[src/rtl/rs_custom.sv]
// rs_custom: reservation station with operand wakeup, speculative kill and in-order-by-index issue
module rs_custom #(
    parameter int DEPTH  = 4,
    parameter int DATA_W = 32,
    parameter int TAG_W  = 6,
    parameter int SPEC_W = 5
) (
    input  logic                         clk,
    input  logic                         reset,
    input  logic                         wr_en,
    input  logic [DATA_W-1:0]            wr_src1,
    input  logic [DATA_W-1:0]            wr_src2,
    input  logic                         wr_vld1,
    input  logic                         wr_vld2,
    input  logic [DATA_W-1:0]            wr_imm,
    input  logic [TAG_W-1:0]             wr_rrftag,
    input  logic                         wr_dstval,
    input  logic [6:0]                   wr_funct7,
    input  logic [2:0]                   wr_funct3,
    input  logic [24:0]                  wr_passbits,
    input  logic [SPEC_W-1:0]            wr_spectag,
    input  logic                         wr_specbit,
    input  logic                         wb0_en,
    input  logic [TAG_W-1:0]             wb0_tag,
    input  logic [DATA_W-1:0]            wb0_data,
    input  logic                         wb1_en,
    input  logic [TAG_W-1:0]             wb1_tag,
    input  logic [DATA_W-1:0]            wb1_data,
    input  logic                         prmiss,
    input  logic                         prsuccess,
    input  logic [SPEC_W-1:0]            spectagfix,
    input  logic                         iss_stall,
    output logic                         full,
    output logic [$clog2(DEPTH+1)-1:0]   busy_cnt,
    output logic                         iss_valid,
    output logic [DATA_W-1:0]            iss_src1,
    output logic [DATA_W-1:0]            iss_src2,
    output logic [DATA_W-1:0]            iss_imm,
    output logic [TAG_W-1:0]             iss_rrftag,
    output logic                         iss_dstval,
    output logic [6:0]                   iss_funct7,
    output logic [2:0]                   iss_funct3,
    output logic [24:0]                  iss_passbits,
    output logic [SPEC_W-1:0]            iss_spectag,
    output logic                         iss_specbit
);
    localparam int IDX_W = $clog2(DEPTH);
    localparam int CNT_W = $clog2(DEPTH+1);

    logic [DEPTH-1:0]  valid, rdy1, rdy2, dstval, specbit;
    logic [DATA_W-1:0] src1 [DEPTH];
    logic [DATA_W-1:0] src2 [DEPTH];
    logic [DATA_W-1:0] imm [DEPTH];
    logic [TAG_W-1:0]  rrftag [DEPTH];
    logic [6:0]        funct7 [DEPTH];
    logic [2:0]        funct3 [DEPTH];
    logic [24:0]       passbits [DEPTH];
    logic [SPEC_W-1:0] spectag [DEPTH];

    logic [DEPTH-1:0] kill, ready, next_valid;
    logic [IDX_W-1:0] sel, free_idx;
    logic [CNT_W-1:0] next_cnt;
    logic             success, wr_kill, wr_ok, iss_fire;
    logic             w_rdy1, w_rdy2;
    logic [DATA_W-1:0] w_src1, w_src2;
    logic [SPEC_W-1:0] w_spectag;
    logic              w_specbit;

    // prmiss outranks prsuccess when both arrive together
    assign success  = prsuccess & ~prmiss;
    assign wr_kill  = prmiss & wr_specbit & |(wr_spectag & spectagfix);
    assign wr_ok    = wr_en & ~full & ~wr_kill;
    assign iss_fire = iss_valid & ~iss_stall;
    assign full     = busy_cnt == CNT_W'(DEPTH);

    // Incoming operands may be satisfied by a broadcast in the same cycle; wb0 wins ties
    assign w_rdy1 = wr_vld1 | (wb0_en & wb0_tag == wr_src1[TAG_W-1:0]) | (wb1_en & wb1_tag == wr_src1[TAG_W-1:0]);
    assign w_rdy2 = wr_vld2 | (wb0_en & wb0_tag == wr_src2[TAG_W-1:0]) | (wb1_en & wb1_tag == wr_src2[TAG_W-1:0]);
    assign w_src1 = wr_vld1 ? wr_src1 : (wb0_en & wb0_tag == wr_src1[TAG_W-1:0]) ? wb0_data :
                    (wb1_en & wb1_tag == wr_src1[TAG_W-1:0]) ? wb1_data : wr_src1;
    assign w_src2 = wr_vld2 ? wr_src2 : (wb0_en & wb0_tag == wr_src2[TAG_W-1:0]) ? wb0_data :
                    (wb1_en & wb1_tag == wr_src2[TAG_W-1:0]) ? wb1_data : wr_src2;
    assign w_spectag = success ? (wr_spectag & ~spectagfix) : wr_spectag;
    assign w_specbit = success ? (wr_specbit & |(wr_spectag & ~spectagfix)) : wr_specbit;

    // Kill/ready masks, lowest-index selection for issue and allocation, next occupancy
    always_comb begin
        sel = '0;
        free_idx = '0;
        iss_valid = 1'b0;
        next_cnt = '0;
        for (int i = DEPTH-1; i >= 0; i--) begin
            kill[i]  = prmiss & specbit[i] & |(spectag[i] & spectagfix);
            ready[i] = valid[i] & rdy1[i] & rdy2[i] & ~kill[i];
            if (ready[i]) begin
                iss_valid = 1'b1;
                sel = IDX_W'(i);
            end
            if (!valid[i]) free_idx = IDX_W'(i);
        end
        for (int i = 0; i < DEPTH; i++) begin
            next_valid[i] = (valid[i] & ~kill[i] & ~(iss_fire & sel == IDX_W'(i))) | (wr_ok & free_idx == IDX_W'(i));
            next_cnt = next_cnt + CNT_W'(next_valid[i]);
        end
    end

    assign iss_src1     = src1[sel];
    assign iss_src2     = src2[sel];
    assign iss_imm      = imm[sel];
    assign iss_rrftag   = rrftag[sel];
    assign iss_dstval   = dstval[sel];
    assign iss_funct7   = funct7[sel];
    assign iss_funct3   = funct3[sel];
    assign iss_passbits = passbits[sel];
    assign iss_spectag  = spectag[sel];
    assign iss_specbit  = specbit[sel];

    // Entry storage: allocation, operand wakeup and speculation-tag clearing
    always_ff @(posedge clk) begin
        if (reset) begin
            valid    <= '0;
            busy_cnt <= '0;
        end else begin
            valid    <= next_valid;
            busy_cnt <= next_cnt;
            for (int i = 0; i < DEPTH; i++) begin
                if (wr_ok && free_idx == IDX_W'(i)) begin
                    src1[i]     <= w_src1;
                    src2[i]     <= w_src2;
                    rdy1[i]     <= w_rdy1;
                    rdy2[i]     <= w_rdy2;
                    imm[i]      <= wr_imm;
                    rrftag[i]   <= wr_rrftag;
                    dstval[i]   <= wr_dstval;
                    funct7[i]   <= wr_funct7;
                    funct3[i]   <= wr_funct3;
                    passbits[i] <= wr_passbits;
                    spectag[i]  <= w_spectag;
                    specbit[i]  <= w_specbit;
                end else if (valid[i]) begin
                    if (!rdy1[i] && wb0_en && wb0_tag == src1[i][TAG_W-1:0]) begin
                        src1[i] <= wb0_data;
                        rdy1[i] <= 1'b1;
                    end else if (!rdy1[i] && wb1_en && wb1_tag == src1[i][TAG_W-1:0]) begin
                        src1[i] <= wb1_data;
                        rdy1[i] <= 1'b1;
                    end
                    if (!rdy2[i] && wb0_en && wb0_tag == src2[i][TAG_W-1:0]) begin
                        src2[i] <= wb0_data;
                        rdy2[i] <= 1'b1;
                    end else if (!rdy2[i] && wb1_en && wb1_tag == src2[i][TAG_W-1:0]) begin
                        src2[i] <= wb1_data;
                        rdy2[i] <= 1'b1;
                    end
                    if (success) begin
                        spectag[i] <= spectag[i] & ~spectagfix;
                        specbit[i] <= specbit[i] & |(spectag[i] & ~spectagfix);
                    end
                end
            end
        end
    end
endmodule

[config.mk]
export PLATFORM = sky130hd
export DESIGN_NAME = rs_custom
export DESIGN_NICKNAME = d
export VERILOG_FILES = /design/src/rtl/rs_custom.sv
export SDC_FILE = /design/constraint.sdc
export NUM_CORES = 1
export LEC_CHECK = 0
export ABC_CLOCK_PERIOD_IN_PS = 7600
export CORE_MARGIN = 2
export CORE_UTILIZATION = 50
export CTS_CLUSTER_SIZE = 8
export DETAILED_ROUTE_END_ITERATION = 8
export PLACE_DENSITY = 0.78
export SKIP_CTS_REPAIR_TIMING = 1
export SYNTH_ARGS = -nofsm -noshare
export SYNTH_HDL_FRONTEND = slang
export SYNTH_SLANG_ARGS = --single-unit
[constraint.sdc]
create_clock -name clk -period 7.6 [get_ports clk]
set_input_delay 1.52 -clock clk [delete_from_list [all_inputs] [get_ports clk]]
set_output_delay 1.52 -clock clk [all_outputs]
set_load 0.03 [all_outputs]
# ---- After elaboration in Yosys (flattened, before gate mapping)
# Memories as Yosys holds them, arrays and structs flattened.
# Cells that the tools add are included.
dict set report word_totals {
  reg_bits 23
  latchBits 0
  ramBits 568
  mem_bits_ro 0
  out_inout_bits 149
  memories 8
}
# memory depth width read_ports rd_ports_with_merged_regs write_ports line_no
set memory_table {}
lappend memory_table {imm 4 32 1 0 1 53} ;# logic [DATA_W-1:0] imm [DEPTH];
lappend memory_table {src1 4 32 5 0 4 51} ;# logic [DATA_W-1:0] src1 [DEPTH];
lappend memory_table {src2 4 32 5 0 4 52} ;# logic [DATA_W-1:0] src2 [DEPTH];
lappend memory_table {passbits 4 25 1 0 1 57} ;# logic [24:0] passbits [DEPTH];
lappend memory_table {funct7 4 7 1 0 1 55} ;# logic [6:0] funct7 [DEPTH];
lappend memory_table {rrftag 4 6 1 0 1 54} ;# logic [TAG_W-1:0] rrftag [DEPTH];
lappend memory_table {{+2 memories} - - - - - -}
dict set report op_classes {
  addsub 3
  mul 0
  n_div 0
  n_lt_le_gt_ge 1
  eq_ne 27
  shift 0
  n_mux 250
  bitwise 103
  n_reduce_logical 103
}
# operator n
set op_table {}
lappend op_table {{32-bit two-way mux} 25}
lappend op_table {{1-bit two-way mux} 183}
lappend op_table {{6-bit equality test} 20}
lappend op_table {{32-bit OR reduction} 3}
lappend op_table {{25-bit two-way mux} 3}
lappend op_table {{25-bit OR reduction} 3}
lappend op_table {{1-bit bitwise AND} 51}
lappend op_table {{5-bit bitwise AND} 10}
lappend op_table {{5-bit OR reduction} 10}
lappend op_table {{2-bit two-way mux} 23}
lappend op_table {{1-bit logical AND} 36}
lappend op_table {{3-bit AND reduction} 12}
lappend op_table {{1-bit bitwise OR} 28}
lappend op_table {{5-bit two-way mux} 5}
lappend op_table {{3-bit nonzero test} 8}
lappend op_table {{7-bit two-way mux} 3}
lappend op_table {{7-bit OR reduction} 3}
lappend op_table {{6-bit two-way mux} 3}
lappend op_table {{6-bit OR reduction} 3}
lappend op_table {{2-bit nonzero test} 8}
lappend op_table {{1-bit NOT} 13}
lappend op_table {{3-bit two-way mux} 3}
lappend op_table {{3-bit OR reduction} 3}
lappend op_table {{2-bit equality test (second input constant)} 4}
lappend op_table {{other kinds (11)} 24}

# ---- Depth between registers and ports, before layout
# Gate-level depths: netlist of run 1.
dict set report depth {
  depth_word 17
  depth_mapped 12
}

# ---- Worst setup path after synthesis of run 1
# OpenSTA, ideal clock, no wires.
dict set report synth_timing {
  path_type {input to register}
  start {in spectagfix[2]}
  end {reg dstval[2], enable pin}
  setup_time_ps 507
  arrival_time_ps 5716
  required_ps 7093
  slack_ps 1377
  cell_stages 6
  n_path_buf 1
  path_cell_list {buf_2 -> a222oi_1 -> a21oi_1 -> nor3_2 -> nand3_1 -> nor2_1}
}
dict set report synth_via {
  elab_chain_cells 7
}
# item line_no
set synth_lines {}
lappend synth_lines {{start, declared} 31} ;# input logic [SPEC_W-1:0] spectagfix,
lappend synth_lines {{5-bit bitwise AND} 71} ;# assign wr_kill = prmiss & wr_specbit & |(wr_spectag & spectagfix);
lappend synth_lines {{5-bit OR reduction} 71}
lappend synth_lines {{1-bit bitwise AND} 71}
lappend synth_lines {{1-bit NOT} 72} ;# assign wr_ok = wr_en & ~full & ~wr_kill;
lappend synth_lines {{1-bit bitwise AND} 72}
lappend synth_lines {{1-bit logical AND} 127} ;# if (wr_ok && free_idx == IDX_W'(i)) begin
lappend synth_lines {{2-bit AND reduction (no line)} -}
lappend synth_lines {{end signal, assigned by index} 134} ;# dstval[i] <= wr_dstval;
lappend synth_lines {{end, declared} 50} ;# logic [DEPTH-1:0] valid, rdy1, rdy2, dstval, specbit;
# Every way passes these cells.
# A chain may end at the register's enable or synchronous reset.

# ---- Worst setup path after layout of run 1
dict set report layout_timing {
  start {in spectagfix[3]}
  end {out iss_imm[26]}
}
dict set report layout_via {
  elab_chain_cells 10
  elab_cells_between_ends 25
}
# item line_no
set layout_lines {}
lappend layout_lines {{5-bit bitwise AND} 93} ;# kill[i] = prmiss & specbit[i] & |(spectag[i] & spectagfix);
lappend layout_lines {{5-bit OR reduction} 93}
lappend layout_lines {{1-bit bitwise AND} 93}
lappend layout_lines {{1-bit NOT} 94} ;# ready[i] = valid[i] & rdy1[i] & rdy2[i] & ~kill[i];
lappend layout_lines {{1-bit bitwise AND} 94}
lappend layout_lines {{2-bit two-way mux (3 in a row)} 95} ;# if (ready[i]) begin
lappend layout_lines {{2-bit two-way mux (*)} 95}
lappend layout_lines {{memory read 4 x 32 bit (*)} -}
lappend layout_lines {{end, declared} 38} ;# output logic [DATA_W-1:0] iss_imm,
# Mark *: on every way between the ends. The rest lies on a longest branch, timed or not.

==> results of run 1 <==
final cells by class:
cell class,count,share of cell area
Clock inverter,9,0.00631
Sequential cell,591,0.474
Inverter,13,0.00141
Timing Repair Buffer,446,0.117
Antenna cell,10,0.000671
Multi-Input combinational cell,1769,0.316
Tap cell,782,0.0263
Clock buffer,102,0.0582
critical path: stages:
cell and delay, ns:
clkdlybuf4s50_1 0.80, a222oi_1 0.23, a21o_1 0.24, nand4_1 0.21, buf_12 0.49, buf_4 0.47, o21ai_0 0.20, a31oi_1 0.24
a21o_1 0.15, clkdlybuf4s50_1 0.68
cell families after synthesis:
family	after synthesis	synth area share
adder cells (fa/ha/maj)	3	0.00146
XOR/XNOR	120	0.0341
AO/OA/AOI/OAI	1051	0.227
flip-flops	591	0.574
AND/OR/NAND/NOR	465	0.0736
buffers and inverters	320	0.0474
multiplexers	130	0.0423
per-stage QoR:
| stage | std cells | utilization | total power, uW | hold WS, ns |
|---|---|---|---|---|
| 2_1_floorplan | 2680 | - | 4140 | 0.588 |
| 3_3_place_gp | 3601 | 0.575 | 4450 | 0.637 |
| 3_5_place_dp | 3601 | 0.575 | 4470 | 0.639 |
| 4_1_cts | 3712 | 0.615 | 7900 | 0.651 |
| 5_1_grt | 3717 | 0.615 | 8080 | 0.691 |
| 6_report | 3722 | 0.615 | 7910 | 0.665 |
metal layers:
layer | routed length (um) | up-vias
met5 | 137 | -
met4 | 5500 | 20
met3 | 14300 | 453
met2 | 49800 | 2204
met1 | 38600 | 12617
li1 | - | 10913
registers in the layout, summed over array words and instances, names as in the netlist, 12 cells and up:
signal and cells:
funct3 12, funct7 28, imm 128, passbits 100, rrftag 24, spectag 20, src1 128, src2 128
worst min path at each step:
stage,from,end,slack (ns),cells after the start
2_1_floorplan,specbit[2],specbit[2],0.59,2
3_3_place_gp,specbit[2],specbit[2],0.64,2
3_5_place_dp,valid[0],valid[0],0.64,2
4_1_cts,valid[0],valid[0],0.65,2
5_1_grt,spectag[3][0],spectag[3][0],0.69,1
6_report,valid[0],valid[0],0.67,2
cell usage after synthesis, types with 74 or more instances:
| library cell | number |
|---|---|
| edfxtp_1 | 584 |
| o22ai_1 | 198 |
| buf_2 | 86 |
| a21oi_1 | 104 |
| a31oi_1 | 144 |
| o21ai_0 | 204 |
| nand3_1 | 162 |
| mux2i_1 | 130 |
| clkbuf_1 | 124 |
| a21o_1 | 147 |
| a22oi_1 | 104 |
| xnor2_1 | 74 |
| nand2_1 | 191 |
layout by cell type, fill, tap and decap left out, types with 6 or more instances in the layout:
cell and count:
nor3b_1 7, a22o_1 11, clkbuf_1 18, a31oi_1 143, nor2b_1 16, a31o_2 6, clkinv_16 6, nand4_1 14
a21o_1 147, buf_4 58, nor2_1 11, nor3_1 8, nand2_1 190, diode_2 10, o22ai_2 27, nand3b_1 9
inv_1 10, nand3_1 162, o22ai_1 198, o21ai_0 203, nand2b_1 6, a21oi_1 101, mux2i_1 130, clkdlybuf4s50_1 382
xor2_1 46, dfxtp_1 7, edfxtp_1 584, xnor2_1 74, o22a_1 63, clkbuf_16 84, a22oi_1 104
report_power, final:
| part | leakage [uW] | switching, uW | internal, uW |
|---|---|---|---|
| registers | 0.00536 | 24.3 | 3660 |
| clock network | 0.00115 | 1430 | 2040 |
| logic | 0.00611 | 437 | 308 |
==> metrics, run 1 <==
status=finished, violations left; failing checks=capacitance limit; fillcell total=4738; clock-pin slew on the worst setup and hold paths=0.06 ns; Unique masters post-synth=67; IO Count=384; pre-CTS setup slack=0.955 ns; DR WL/cell=29.1 um; antenna-violating nets left=0; vias per cell=7.04; Global Route Usage Sum=0.329; worst-margin pin slew=1.42 ns; Clk Latency, worst-skew pair=0.67 ns; Final nets=3143; Pins Over Slew Limit=0; Peak supply drop=0.000176 V; Max Fclk=146 MHz; R2R cell count=7; H-tree Lvls=3; skew final=0.0492 ns; Worst setup SP type=input port; die width=252 um; drt first-iter violations=3655; Pleak=0.0126 uW; Final Critical Period=6.86 ns; Post-Syn Area=30800 um^2; Slew HR=0.0489; multi-input logic area=11800 um^2; number of buffers added on ports=383; Setup Total Neg Slack=0 ns; synthesis-to-finish area growth=21.1%; gpl congestion=0.964; grt peak-use layer=met2; # DRC=0; share of layout cells above drive strength 1=0.0761; top_reg_cell synth=edfxtp_1; initial antenna violation count=16; register-to-register setup slack=3.33 ns; total gr overflow=0; crit path max fanout=114; Max Cap Viol=1; post-route setup slack=0.742 ns; origin of the worst setup path=spectagfix[3]; EDFF count, synth=584; maximum root-to-sink buffer count=3; top cells by area, synth=edfxtp_1 57%, mux2i_1 4.2%, o22ai_1 4.0%, a21o_1 3.6%, o21ai_0 3.3%; CP Capture Type=output port; ys async rst share=0; largest net degree at the start of global routing=169; drt pass-1 iters=7; worst r2r src=src2[0][4]; Num CTS Buffers=84; core area=60600 um^2; Synth top area share=0.570; cells after synthesis=2680; number of global-route vias before repair=25.7k; Tcrit/Tclk final=0.902; Syn Nets=2918; Synthesis Warnings=0; Yosys top cell by area=edfxtp_1; Hold Crit Class=reg2reg; initial core utilization=0.508; final instance area=37300 um^2; Cell Area, Placed=34800 um^2; crit path to=iss_imm[26]; power density cells=212 nW/um^2; Die H=252 um; #FFs+latches synth=591; sequential cell area fraction in the yosys report=0.574; CP Class=in2out; sequential cell area=17700 um^2; clk sink count=591; grt met1 use=0.417; CTS tree=built; # rows=90; reg2reg end=src2[0][0]; worst path required time=6.08 ns; CP arrival=5.34 ns; RSZ-0062 raised after global routing=false; first-pass GRT wire length=158000 um; Final Setup Violations=0; CTS Root Buffer Type=clkbuf_16; Mean Syn Cell Area=11.5 um^2; Final Hold Viols=0; grt met3 use=0.0870; total die area=63600 um^2; final WL=108000 um; DPL Wire Length=64200 um; met2 Usage GRT=0.519; Via Count=26.2k
(Power assumes the default switching activity.)
==> run 2, diff against run 1 <==
--- a/config.mk
+++ b/config.mk
@@ -10,7 +10,7 @@
 export CORE_UTILIZATION = 50
 export CTS_CLUSTER_SIZE = 8
 export DETAILED_ROUTE_END_ITERATION = 8
-export PLACE_DENSITY = 0.78
+export PLACE_DENSITY = 0.75
 export SKIP_CTS_REPAIR_TIMING = 1
 export SYNTH_ARGS = -nofsm -noshare
 export SYNTH_HDL_FRONTEND = slang
==> metrics, run 2 (synthesis results as in run 1) <==
most frequent cells in the layout=584 x edfxtp_1, 382 x clkdlybuf4s50_1, 203 x o21ai_0; Worst setup SP type=input port; CP Capture Type=output port; # DRC=0 (unchanged); R2R cell count=10 (+3); Global Route Usage Sum=0.328 (-0.000559); H-tree Lvls=3 (unchanged); register-to-register setup slack=3.92 ns (+0.59 ns); vias per cell=6.99 (-0.68%); Hold EP=valid[0]; drt pass-1 iters=6 (-1); final cell count without fillers=3720 (-0.054%); clock-pin slew on the worst setup and hold paths=0.05 ns (about the same); CP Cell Sequence=clkdlybuf4s50_1 > a222oi_1 > a21boi_1 > a21oi_4 > buf_12 > nand3_1 > a31oi_1 > a21o_1 > clkdlybuf4s50_1; initial antenna violation count=16 (unchanged); commonest non-fill, non-tap cell in the layout=edfxtp_1; Max Fclk=149 MHz (+2.1%); Final Setup Violations=0 (unchanged); Die H=252 um (unchanged); Cell Area, Placed=34800 um^2 (about the same); Hold Crit Start=valid[0]; Final nets=3132 (-0.35%); final instance area=37200 um^2 (-0.25%); core area=60600 um^2 (unchanged); CTS Root Buffer Type=clkbuf_16; pre-CTS setup slack=0.968 ns (+0.0129 ns); share of layout cells above drive strength 1=0.0724 (-0.00370); Clk Latency, worst-skew pair=0.65 ns (-0.02 ns); Setup Total Neg Slack=0 ns (unchanged); initial core utilization=0.508 (unchanged); number of buffers added on ports=383 (unchanged); Largest regs=imm: 128 flops, src1: 128 flops, src2: 128 flops; slowest CP cell=clkdlybuf4s50_1; post-route setup slack=0.886 ns (+0.143 ns); Final Critical Period=6.71 ns (-0.143 ns); worst hold slack=0.672 ns (+0.00636 ns); crit path max fanout=144 (+26%); DPL Wire Length=63400 um (-1.3%); first-pass GRT wire length=158000 um (about the same); Pins Over Slew Limit=0 (unchanged); total gr overflow=0 (unchanged); worst r2r src=spectag[0][1]; Final Hold Viols=0 (unchanged); CP Class=in2out; DP Cell Count=3591 (-0.28%); total die area=63600 um^2 (unchanged); antenna-violating nets left=0 (unchanged); Max Cap Viol=0 (-1); status=complete, no violations; die width=252 um (unchanged); maximum root-to-sink buffer count=3 (unchanged); final WL=107000 um (-1.5%); number of global-route vias before repair=25.5k (-0.49%); worst-margin pin slew=1.27 ns (-0.154 ns); skew final=0.0504 ns (+0.00120 ns); Hold Crit Depth=2 (unchanged); gpl congestion=0.938 (-2.7%); DR WL/cell=28.7 um (-1.4%); CTS tree=built; Num CTS Buffers=83 (-1.2%); RSZ-0062 raised after global routing=false; clk sink count=591 (unchanged); Most common cell on crit path=clkdlybuf4s50_1; CP arrival=5.19 ns (-0.15 ns); Hold Crit Class=reg2reg; IO Count=384 (unchanged); Peak supply drop=0.000134 V (-24%); Slew HR=0.155 (+0.106); power density cells=211 nW/um^2 (-0.69%); # rows=90 (unchanged); Via Count=26.0k (-0.73%); worst path required time=6.08 ns (about the same); Pleak=0.0126 uW (-0.52%); largest net degree at the start of global routing=171 (+1.2%); drt first-iter violations=3574 (-2.2%); slowest cell delay on critical path=0.71 ns (-0.09 ns); synthesis-to-finish area growth=20.8%; reg2reg end=busy_cnt[1]; Tcrit/Tclk final=0.883 (-0.0188)
run 2: worst max-delay path, delay by kind of cell:
kind	cells	cell delay, ns
buf+inv	3	1.92
compound gates	5	1.33
simple gates	1	0.18
run 2: per-stage QoR:
step / utilization / total power, uW
3_3_place_gp: 0.575 / 4450
2_1_floorplan: - / 4140
4_1_cts: 0.613 / 7830
3_5_place_dp: 0.575 / 4470
6_report: 0.614 / 7830
5_1_grt: 0.614 / 8030
run 2: metal layers:
layer,share of wire,up-vias,GRT usage
li1,-,10899,-
met1,0.37,12683,0.434
met2,0.46,2049,0.506
met3,0.12,371,0.0772
met4,0.045,14,0.170
met5,0.00080,-,0
run 2: how the worst max path moves through the flow:
stage / from / endpoint / slack (ns) / depth (start not counted)
after floorplan: spectagfix[2] / dstval[2] / 1.38 / 6
after global placement: spectagfix[3] / iss_imm[9] / 0.98 / 9
after detailed placement: spectagfix[3] / iss_imm[9] / 0.97 / 9
after CTS: spectagfix[3] / iss_imm[9] / 0.97 / 9
after global routing: spectagfix[1] / iss_passbits[11] / 0.69 / 9
final: spectagfix[2] / iss_src1[6] / 0.89 / 9
run 2: final cells by class:
class	instances	area [um^2]
Fill cell	4722	23400
Antenna cell	10	25.0
Clock buffer	112	2190
Inverter	13	52.6
Sequential cell	591	17700
Timing Repair Buffer	436	4330
Tap cell	782	978
Multi-Input combinational cell	1769	11800
Clock inverter	7	159
run 2: where the power goes:
part           internal, uW  switching (uW)
clock                  2000            1400
sequential             3660            24.9
combinational           309             430
